## src/rtl/gray_conv_pkg.sv

```systemverilog
// gray_conv_pkg: shared mode encodings and round-robin pick helper for gray_conv_arbiter
package gray_conv_pkg;
  localparam logic MODE_B2G = 1'b0;
  localparam logic MODE_G2B = 1'b1;
  localparam int MAX_N = 8;
  function automatic logic [MAX_N-1:0] rr_pick(input logic [MAX_N-1:0] valid, input logic [2:0] ptr, input int n);
    logic [MAX_N-1:0] g;
    int idx;
    g = '0;
    for (int k = MAX_N - 1; k >= 0; k--)
      if (k < n) begin
        idx = (int'(ptr) + k) % n;
        if (valid[idx]) g = MAX_N'(1) << idx;
      end
    return g;
  endfunction
endpackage

```

## src/rtl/bin_gray_unit.sv

```systemverilog
// bin_gray_unit: combinational binary<->Gray converter (in, mode) -> out, mode 0 = bin->gray, 1 = gray->bin
module bin_gray_unit
  import gray_conv_pkg::*;
#(
  parameter int W = 4
) (
  input  logic [W-1:0] in,
  input  logic         mode,
  output logic [W-1:0] out
);
  logic [W-1:0] b;
  always_comb begin
    b = in;
    for (int k = W - 2; k >= 0; k--) b[k] = b[k+1] ^ in[k];
  end
  assign out = (mode == MODE_G2B) ? b : in ^ (in >> 1);
endmodule

```

## src/rtl/gray_conv_arbiter.sv

```systemverilog
// gray_conv_arbiter: round-robin shared binary<->Gray converter with registered valid/ready response; ports req_valid/req_mode/req_data/req_ready in, rsp_valid/rsp_ready/rsp_data/rsp_id/rsp_mode out
module gray_conv_arbiter
  import gray_conv_pkg::*;
#(
  parameter int N = 4,
  parameter int W = 4,
  localparam int IDW = $clog2(N)
) (
  input  logic           clk,
  input  logic           rst_n,
  input  logic [N-1:0]   req_valid,
  input  logic [N-1:0]   req_mode,
  input  logic [N*W-1:0] req_data,
  output logic [N-1:0]   req_ready,
  output logic           rsp_valid,
  input  logic           rsp_ready,
  output logic [W-1:0]   rsp_data,
  output logic [IDW-1:0] rsp_id,
  output logic           rsp_mode
);
  logic [IDW-1:0] rr_ptr, gid, nxt_ptr;
  logic [N-1:0] grant;
  logic [W-1:0] op, conv;
  logic slot_free, gmode, accept;
  assign slot_free = !rsp_valid | rsp_ready;
  assign grant = N'(rr_pick(MAX_N'(req_valid), 3'(rr_ptr), N));
  // grant is forced off while reset is held so nothing is accepted during reset
  assign req_ready = (slot_free && rst_n) ? grant : '0;
  assign accept = |req_ready;
  always_comb begin
    gid = '0;
    for (int i = 0; i < N; i++) if (grant[i]) gid = IDW'(i);
  end
  assign op = req_data[gid*W +: W];
  assign gmode = req_mode[gid];
  assign nxt_ptr = (gid == IDW'(N - 1)) ? '0 : gid + 1'b1;
  bin_gray_unit #(.W(W)) u_cvt (.in(op), .mode(gmode), .out(conv));
  always_ff @(posedge clk or negedge rst_n)
    if (!rst_n) begin
      rsp_valid <= 1'b0;
      rsp_data  <= '0;
      rsp_id    <= '0;
      rsp_mode  <= 1'b0;
      rr_ptr    <= '0;
    end else if (accept) begin
      rsp_valid <= 1'b1;
      rsp_data  <= conv;
      rsp_id    <= gid;
      rsp_mode  <= gmode;
      rr_ptr    <= nxt_ptr;
    end else if (rsp_ready) rsp_valid <= 1'b0;
endmodule
```

## config.mk

```make
export PLATFORM = sky130hd
export DESIGN_NAME = gray_conv_arbiter
export DESIGN_NICKNAME = d
export VERILOG_FILES = /design/src/rtl/gray_conv_pkg.sv /design/src/rtl/bin_gray_unit.sv /design/src/rtl/gray_conv_arbiter.sv
export SDC_FILE = /design/constraint.sdc
export NUM_CORES = 1
export LEC_CHECK = 0
export ABC_CLOCK_PERIOD_IN_PS = 7100
export CORE_MARGIN = 1
export CORE_UTILIZATION = 48
export DETAILED_ROUTE_END_ITERATION = 8
export GPL_TIMING_DRIVEN = 0
export PLACE_DENSITY = 0.85
export SYNTH_ARGS = -nofsm -noshare
export SYNTH_HDL_FRONTEND = slang
export SYNTH_HIERARCHICAL = 1
export SYNTH_SLANG_ARGS = --single-unit
```

## constraint.sdc

```tcl
create_clock -name clk -period 7.1 [get_ports clk]
set_clock_uncertainty 0.2 [all_clocks]
set_input_delay 0.71 -clock clk [delete_from_list [all_inputs] [get_ports clk]]
set_output_delay 0.71 -clock clk [all_outputs]
set_load 0.01 [all_outputs]
```

### After elaboration in Yosys (flattened, before gate mapping)

Index checks and enable logic that the tools add are counted.

* register bits: 10
* bits in latches: 0
* memory bits (writable): 0
* ROM bits: 0
* input port bits: 27
* output and inout port bits: 12
* word-level logic and storage cells: 60
* memories kept: 0

* add/subtract/negate cells: 4
* multipliers: 0
* divide/modulo/power cells: 0
* magnitude comparators: 5
* equality and inequality tests: 1
* shifts and indexed selects: 5
* multiplexer cells: 25
* bitwise gates (word level): 8
* reduce and logical (&&, ||, !) cells: 7

Operators with widths (count)
* << shifter 1 x 32 -> 4 bit, first input constant: 3
* two-way mux 4 bit: 6
* variable part select 16 x 5 -> 4 bit: 1
* < comparator 3 x 5 -> 1 bit, second input constant: 3
* two-way mux 1 bit: 11
* binary-select mux 1 bit (select 3 bit): 3
* two-way mux 2 bit: 3
* OR reduction 2 bit: 3
* adder 2 x 1 -> 2 bit, second input constant: 2
* adder 2 bit, second input constant: 2
* binary-select mux 1 bit (select 2 bit): 2
* < comparator 2 x 4 -> 1 bit, second input constant: 1
* OR reduction 4 bit: 1
* << shifter 1 x 2 -> 4 bit, first input constant: 1
* bitwise XOR 4 x 3 -> 4 bit: 1
* AND 1 bit, first input constant: 3
* < comparator 2 x 3 -> 1 bit, second input constant: 1
* bitwise XOR 1 bit: 3
* equality test 2 bit, second input constant: 1
* nonzero test 2 bit: 1
* logical AND 1 bit: 1
* zero test 1 bit: 1
* OR 1 bit: 1

### Longest topological paths before layout

Gate-level depths: netlist of run 1.

* depth in word-level cells: 18
* mapped depth: 15
* depth with buffers taken out: 13

### By module

The synthesis of run 1 kept the hierarchy.

Modules (own cells, without submodules)
* gray_conv_arbiter: times used 1, cells an instance 98, area each 1036.0 um^2, seq. area each 250.2 um^2
* bin_gray_unit: times used 1, cells an instance 8, area each 58.8 um^2, seq. area each 0.0 um^2

### Least setup slack after synthesis of run 1

Ideal clock, no wire load.

* path kind: register to register
* start point: register rr_ptr[1]
* end point: register rsp_data[0]
* setup time: 0.125 ns
* data arrival time: 3.141 ns
* required time: 6.775 ns
* path slack: 3.634 ns
* cell stages (with the launch flop): 15
* path buffers: 1
* period minus slack after synthesis: 3.466 ns
* cells stage by stage: dfrtp_1 > inv_1 > ha_1 > mux4_2 > or2_4 > a221oi_2 > or3_1 > buf_6 > mux2i_1 > a21oi_1 > a21o_1 > xor2_1 > nand2_1 > xnor2_1 > mux2_4

* longest elaborated chain between the ends: 18
* elaborated cells on any way between the ends: 41
* those cells by class: add/sub (3); shift (5); mux (22); bitwise (7); reduce/logical (4)

RTL lines
* from (decl): RTL line gray_conv_arbiter.sv:21 `logic [IDW-1:0] rr_ptr, gid, nxt_ptr;`
* from (signal assigned): RTL line gray_conv_arbiter.sv:50 `rr_ptr <= nxt_ptr;`
* adder 2 bit: RTL line gray_conv_pkg.sv:12 `idx = (int'(ptr) + k) % n;`
* OR reduction 2 bit (no source line)
* AND 1 bit (no source line)
* binary-select mux 1 bit (select 3 bit): RTL line gray_conv_pkg.sv:13 `if (valid[idx]) g = MAX_N'(1) << idx;`
* two-way mux 1 bit (implied by the code) (2 in a row): RTL line gray_conv_pkg.sv:13
* two-way mux 4 bit (3 in a row): RTL line gray_conv_pkg.sv:13
* two-way mux 4 bit (*): RTL line gray_conv_pkg.sv:13
* two-way mux 1 bit: RTL line gray_conv_arbiter.sv:32 `for (int i = 0; i < N; i++) if (grant[i]) gid = IDW'(i);`
* two-way mux 2 bit: RTL line gray_conv_arbiter.sv:32
* two-way mux 2 bit (*): RTL line gray_conv_arbiter.sv:32
* variable part select 16 x 5 -> 4 bit (*): RTL line gray_conv_arbiter.sv:34 `assign op = req_data[gid*W +: W];`
* net op[3]: RTL line gray_conv_arbiter.sv:23 `logic [W-1:0] op, conv;`
* bitwise XOR 1 bit (*) (3 in a row): RTL line bin_gray_unit.sv:14 `for (int k = W - 2; k >= 0; k--) b[k] = b[k+1] ^ in[k];`
* two-way mux 4 bit (*): RTL line bin_gray_unit.sv:16 `assign out = (mode == MODE_G2B) ? b : in ^ (in >> 1);`
* net conv[0]: RTL line gray_conv_arbiter.sv:23
* to (signal assigned): RTL line gray_conv_arbiter.sv:47 `rsp_data <= conv;`
* to (decl): RTL line gray_conv_arbiter.sv:17 `output logic [W-1:0] rsp_data,`

The timed path passes the listed nets; every way through them passes the cells marked *. The select of a mux whose other input is x is not followed.
A chain may end at the register's enable or synchronous reset.

### Final worst setup path of run 1

* start point: register rr_ptr[1]
* end point: output req_ready[2]

* longest elaborated chain between the ends: 11
* elaborated cells on any way between the ends: 29
* those cells by class: add/sub (3); shift (4); mux (16); bitwise (3); reduce/logical (3)

RTL lines
* adder 2 bit: RTL line gray_conv_pkg.sv:12
* OR reduction 2 bit (no source line)
* AND 1 bit (no source line)
* binary-select mux 1 bit (select 3 bit): RTL line gray_conv_pkg.sv:13
* two-way mux 1 bit (implied by the code) (2 in a row): RTL line gray_conv_pkg.sv:13
* two-way mux 4 bit (3 in a row): RTL line gray_conv_pkg.sv:13
* two-way mux 4 bit (*): RTL line gray_conv_pkg.sv:13
* two-way mux 4 bit (*): RTL line gray_conv_arbiter.sv:28 `assign req_ready = (slot_free && rst_n) ? grant : '0;`
* to (decl): RTL line gray_conv_arbiter.sv:14 `output logic [N-1:0] req_ready,`

Mark *: on every way between the ends. The rest lies on a longest branch, timed or not. The select of a mux whose other input is x is not followed.

==> impl_metrics.ini, run 1 <==
[outcome]
run_status = finished, final reports clean

[global_routing]
grt_first_pass_wirelength_mm = 4.388
grt_max_degree = 12
grt_pass1_vias = 956
antenna_found_initial = 0
grt_usage = 0.2308
grt-ovfl-total = 0

[power]
power_frac_comb = 0.834
p_sw_mw = 0.4024
leakage_nw = 0.6655
intPower_mw = 0.4999
swShare = 0.4460
irDropWorstVdd_mv = 0.4118
p_per_area_mw_per_mm2 = 589.2
p_total_mw = 0.9023
seqPwrFrac = 0.127
power.share.clock = 0.039

[clock_network]
clock_latency_ns = 0.25
postCtsSetupBuffers = 0
cts_resized = 0
cts_sinks = 10
cts_buffer_depth = 2
h-tree-depth = 1
cts.clk_slew.worst_paths_ns = 0.06
cts_inserted_buffers = 3
cts-root-buf = clkbuf_4
cts_tree = built
hold_buffers = 0

[routing]
vias_per_cell = 5.672
vias = 987
wl_per_cell_um = 15.64
drc = 0
finalWirelength_mm = 2.722
first_pass_iters = 4
drtIter0Drc = 27
ant_nets = 0

[synth]
syn-cell-area_mm2 = 0.001095
synth_cell_type_count = 38
yosys_register_bits = 10
synth_edf_count = 0
synthArstFlopShare = 1.000
yosys_warnings = 6
synth_ff_type = dfrtp_1
yosysSeqAreaShare = 0.2286
syn_avg_cell_area_um2 = 10.33
synth_nets = 141
synthCells = 106

[critical_path]
rr_startpoint = rr_ptr[1]
end_kind = output pin
crit_fanout = 10
crit_arrival_ns = 3.36
worstSetupPathType = flip-flop to output pin
r2r-end = rsp_data[0]
crit_start = rr_ptr[1]
rr_worst_depth = 14
crit_required_ns = 6.19
start_kind = flip-flop
r2r_slack_ns = 3.17

[placement]
place_ws_ns = 2.881
place.gp.congestion = 0.9466
numPortBuffers = 38
place_hpwl_mm = 2.253
dp_cells = 171

[cells_and_area]
final_layout_size_suffix_gt1_frac = 0.1701
syn_to_final_growth_pct = 39.89
post-route-util = 0.7427
diodes = 0
final_common_cell = clkdlybuf4s50_1
multiInputGateArea_um2 = 780.7
nNetsFinal = 184
regArea_um2 = 250.2
nFillCells = 142
stdcell_count = 174
final_cell_mix = clkdlybuf4s50_1, dfrtp_1, nand2_1, ha_1, mux2i_1

[timing]
drv_slew = 0
setup_viol = 0
period_needed_ns = 4.269
setup-tns-final_ns = 0
grt_setup_unrepaired = false
hold_violations = 0
slew_headroom = 0.7078
layout_setup_ws_ns = 2.831
finalCritPeriodShare = 0.6012
worst_slew_pin_slew_ns = 0.4369
fmax_mhz = 234.3

[floorplanning]
die_area_mm2 = 0.002476
die_w_um = 49.76
core_mm2 = 0.002062
fp-row-count = 16
die_y_um = 49.76
start_util = 0.5309
pin_count = 39

[job]
max_cap_violations = 0

[hold_path]
hp-start = rsp_id[0]
whs_endpoint = rsp_id[0]
hp-class = flip-flop to flip-flop
hold_path_depth = 1
stage by stage:
stage               hold slack (ns)  instance area (µm²)
floorplan                    0.2144                 1095
global placement             0.2723                 1509
detailed placement           0.2900                 1509
CTS                          0.3055                 1531
global route                 0.3151                 1531
finish                       0.3010                 1531
cell type report:
class	instances	share of cell area
Sequential cell	10	0.1634
Tap cell	27	0.02206
Buffer	5	0.02941
Multi-Input combinational cell	86	0.5098
Timing Repair Buffer	38	0.2484
Inverter	5	0.01225
Clock buffer	3	0.01471
critical path, cell delays in order (launching register included):
cell and delay [ns]:
dfrtp_1 0.54, inv_1 0.20, ha_1 0.43, mux4_2 0.36
inv_1 0.12, o2111ai_1 0.12, a22oi_1 0.36, clkbuf_1 0.35
nor2_1 0.13, clkdlybuf4s50_1 0.50
worst max path at each step:
stage	end	slack, ns	depth (start not counted)
after detailed placement	req_ready[2]	2.88	8
final	req_ready[2]	2.83	9
after global placement	req_ready[2]	2.97	8
after CTS	req_ready[2]	2.84	9
after global routing	req_ready[2]	2.56	9
after floorplan	rsp_data[0]	3.63	14
per-layer routing:
metal,GRT usage,wire (µm)
met1,0.2934,1218
met2,0.4167,1377
met3,0.009259,97
met4,0.07143,29
met5,0,0
sequential cells by signal (all words and copies together) (netlist names):
register,cells
rsp_data,4
rr_ptr,2
rsp_id,2
rsp_mode,1
rsp_valid,1
power by group through the flow:
| stage | combinational, mW | sequential, mW | clock, mW |
|---|---|---|---|
| global route | 0.812 | 0.118 | 0.0401 |
| global placement | 0.723 | 0.113 | 0 |
| CTS | 0.748 | 0.115 | 0.0367 |
| finish | 0.752 | 0.114 | 0.0355 |
| floorplan | 0.551 | 0.123 | 0 |
| detailed placement | 0.744 | 0.115 | 0 |
Yosys cell counts (2+ instances only):
| library cell | number | area (µm²) |
|---|---|---|
| nand2_1 | 8 | 30.03 |
| ha_1 | 8 | 100.1 |
| a21o_1 | 4 | 30.03 |
| xnor2_1 | 2 | 17.52 |
| a221oi_2 | 2 | 30.03 |
| mux2i_1 | 7 | 70.07 |
| nor3_1 | 3 | 15.01 |
| inv_1 | 5 | 18.77 |
| nor2_1 | 5 | 18.77 |
| buf_6 | 3 | 33.78 |
| mux2_2 | 2 | 22.52 |
| a221o_1 | 2 | 20.02 |
| o21a_1 | 2 | 15.01 |
| mux2_4 | 5 | 75.07 |
| dfrtp_1 | 10 | 250.2 |
| mux4_2 | 3 | 67.56 |
| a21oi_1 | 6 | 30.03 |
| xor2_1 | 3 | 26.28 |
| o21ai_1 | 2 | 10.01 |
| o21ai_0 | 4 | 20.02 |
| nand3_1 | 2 | 10.01 |
| nand2b_1 | 2 | 12.51 |
logic make-up after synthesis:
group / count (synthesis) / synth area share
AO/OA/AOI/OAI: 30 / 0.2194
AND/OR/NAND/NOR: 24 / 0.1109
flip-flops: 10 / 0.2286
adder cells (fa/ha/maj): 8 / 0.09143
XOR/XNOR: 5 / 0.04001
buffers and inverters: 10 / 0.05828
multiplexers: 19 / 0.2514
(Power assumes the default switching activity.)
==> inputs of run 2 (changes only) <==
--- a/config.mk
+++ b/config.mk
@@ -5,12 +5,12 @@
 export SDC_FILE = /design/constraint.sdc
 export NUM_CORES = 1
 export LEC_CHECK = 0
-export ABC_CLOCK_PERIOD_IN_PS = 7100
+export ABC_CLOCK_PERIOD_IN_PS = 4000
 export CORE_MARGIN = 1
-export CORE_UTILIZATION = 48
+export CORE_UTILIZATION = 45
 export DETAILED_ROUTE_END_ITERATION = 8
 export GPL_TIMING_DRIVEN = 0
-export PLACE_DENSITY = 0.85
+export PLACE_DENSITY = 0.8
 export SYNTH_ARGS = -nofsm -noshare
 export SYNTH_HDL_FRONTEND = slang
 export SYNTH_HIERARCHICAL = 1
==> constraint.sdc (replaced) <==
create_clock -name clk -period 4 [get_ports clk]
set_clock_uncertainty 0.2 [all_clocks]
set_input_delay 0.4 -clock clk [delete_from_list [all_inputs] [get_ports clk]]
set_output_delay 0.4 -clock clk [all_outputs]
set_load 0.01 [all_outputs]
==> impl_metrics.ini, run 2 (synthesis results as in run 1) <==
[routing]
first_pass_iters = 4
drtIter0Drc = 23
ant_nets = 0
vias = 989
wl_per_cell_um = 14.92
drc = 0
finalWirelength_mm = 2.611
vias_per_cell = 5.651

[floorplanning]
fp-row-count = 17
die_y_um = 51.33
die_w_um = 51.33
pin_count = 39
die_area_mm2 = 0.002634
core_mm2 = 0.002255
start_util = 0.4856

[critical_path]
rr_worst_depth = 15
r2r_slack_ns = 0.21
crit_fanout = 9
worst_path_max_delay_cell = dfrtp_1
r2r-end = rsp_data[0]
crit_start = rr_ptr[0]
crit_required_ns = 3.94
rr_startpoint = rr_ptr[0]
start_kind = flip-flop
worst_path_most_repeated_cell = buf_6
crit_arrival_ns = 3.73
end_kind = flip-flop
worstSetupPathType = flip-flop to flip-flop
slowest_delay_ns = 0.43
crit_chain = buf_6 > inv_1 > ha_2 > mux4_2 > or2_4 > a221oi_2 > or3_1 > buf_6 > mux2i_1 > a21oi_1 > a21o_1 > xor2_1 > nand2_1 > xnor2_1 > mux2_4

[cells_and_area]
stdcell_count = 175
final_cell_mix = clkdlybuf4s50_1, dfrtp_1, nand2_1
largest_reg_flops = 4
top_register = rsp_data
largestRegisters = rsp_data: 4 flops, rr_ptr: 2 flops, rsp_id: 2 flops
nNetsFinal = 184
syn_to_final_growth_pct = 40.91
diodes = 0
design_area_mm2 = 0.001543
final_layout_size_suffix_gt1_frac = 0.1973
final_common_cell = clkdlybuf4s50_1
nFillCells = 193

[clock_network]
postCtsSetupBuffers = 0
cts_sinks = 10
cts.clk_slew.worst_paths_ns = 0.06
hold_buffers = 0
clock_latency_ns = 0.26
cts-root-buf = clkbuf_4
cts_inserted_buffers = 3
cts_tree = built
cts_buffer_depth = 2
h-tree-depth = 1

[placement]
dp_cells = 172
placed_area_mm2 = 0.001510
place_hpwl_mm = 2.072
numPortBuffers = 38
place.gp.congestion = 0.9575

[global_routing]
grt-ovfl-total = 0
grt_pass1_vias = 940
antenna_found_initial = 0
grt_max_degree = 12
grt_first_pass_wirelength_mm = 4.202
grt_usage = 0.2109

[timing]
finalCritPeriodShare = 0.9477
hold_violations = 0
setup-tns-final_ns = 0
period_needed_ns = 3.791
fmax_mhz = 263.8
setup_viol = 0
drv_slew = 0
slew_headroom = 0.6920
worst_slew_pin_slew_ns = 0.4606

[power]
leakage_nw = 0.6661
p_per_area_mw_per_mm2 = 1045
irDropWorstVdd_mv = 0.7911

[hold_path]
hp-class = primary input to async pin

[outcome]
run_status = finished, final reports clean

[job]
max_cap_violations = 0
-- run 2: cell counts in the layout (fill, tap and decap cells not counted) --
No cell type changed its count.
-- run 2: final cells by class --
class | count | area, µm² | share of cell area
repair buffers | 38 | 380.4 | 0.2466
inverters | 5 | 18.77 | 0.01217
plain buffers | 5 | 46.29 | 0.03001
well taps | 28 | 35.03 | 0.02271
flip-flops and latches | 10 | 251.5 | 0.1630
clock buffers | 3 | 22.52 | 0.01460
multi-input cells | 86 | 788.3 | 0.5109
-- run 2: what timing repair did --
item                                    in CTS  in global routing
endpoints found under the setup margin       0                  3
resized for setup                            0                  5
hold endpoints to repair                     0                  0
-- run 2: worst max-delay path by stage --
stage / to / slack [ns] / cells past startpoint
floorplan: rsp_data[0] / 0.53 / 14
global placement: rsp_data[0] / 0.18 / 14
detailed placement: rsp_data[0] / 0.09 / 14
CTS: req_ready[2] / 0.04 / 9
global route: rsp_data[0] / -0.002 / 15
finish: rsp_data[0] / 0.21 / 15
-- run 2: metal layers --
metal,vias to the layer above,GRT usage,wire length (µm)
met2,34,0.3311,1285
met4,0,0.08559,35
met5,-,0,0
li1,481,-,-
met3,5,0.02083,109
met1,469,0.2952,1180
-- run 2: worst max-delay path, delay by kind of cell (launching register included) --
kind | cells | cell delay (ns)
muxes | 3 | 0.80
and+or+nand+nor | 3 | 0.53
AOI/OAI and AO/OA | 3 | 0.50
DFF | 1 | 0.43
buffers and inverters | 3 | 0.42
adders and majority gates | 1 | 0.41
xor gates and xnor gates | 2 | 0.36
-- run 2: through the flow --
stage	worst slack [ns]	hold WS [ns]	power (mW)	utilization
3_5_place_dp	0.08762	0.2773	1.523	0.6698
6_report	0.2091	0.2624	1.612	0.6842
3_3_place_gp	0.1815	0.2715	1.489	0.6698
4_1_cts	0.04042	0.2741	1.598	0.6798
5_1_grt	-0.001723	0.2975	1.740	0.6842
2_1_floorplan	0.5336	-0.09559	1.197	-
-- run 2: power breakdown --
| part | internal, mW | switching, mW |
|---|---|---|
| clock network | 0.0345 | 0.0295 |
| registers | 0.160 | 0.0418 |
| logic | 0.703 | 0.643 |
| total | 0.898 | 0.715 |
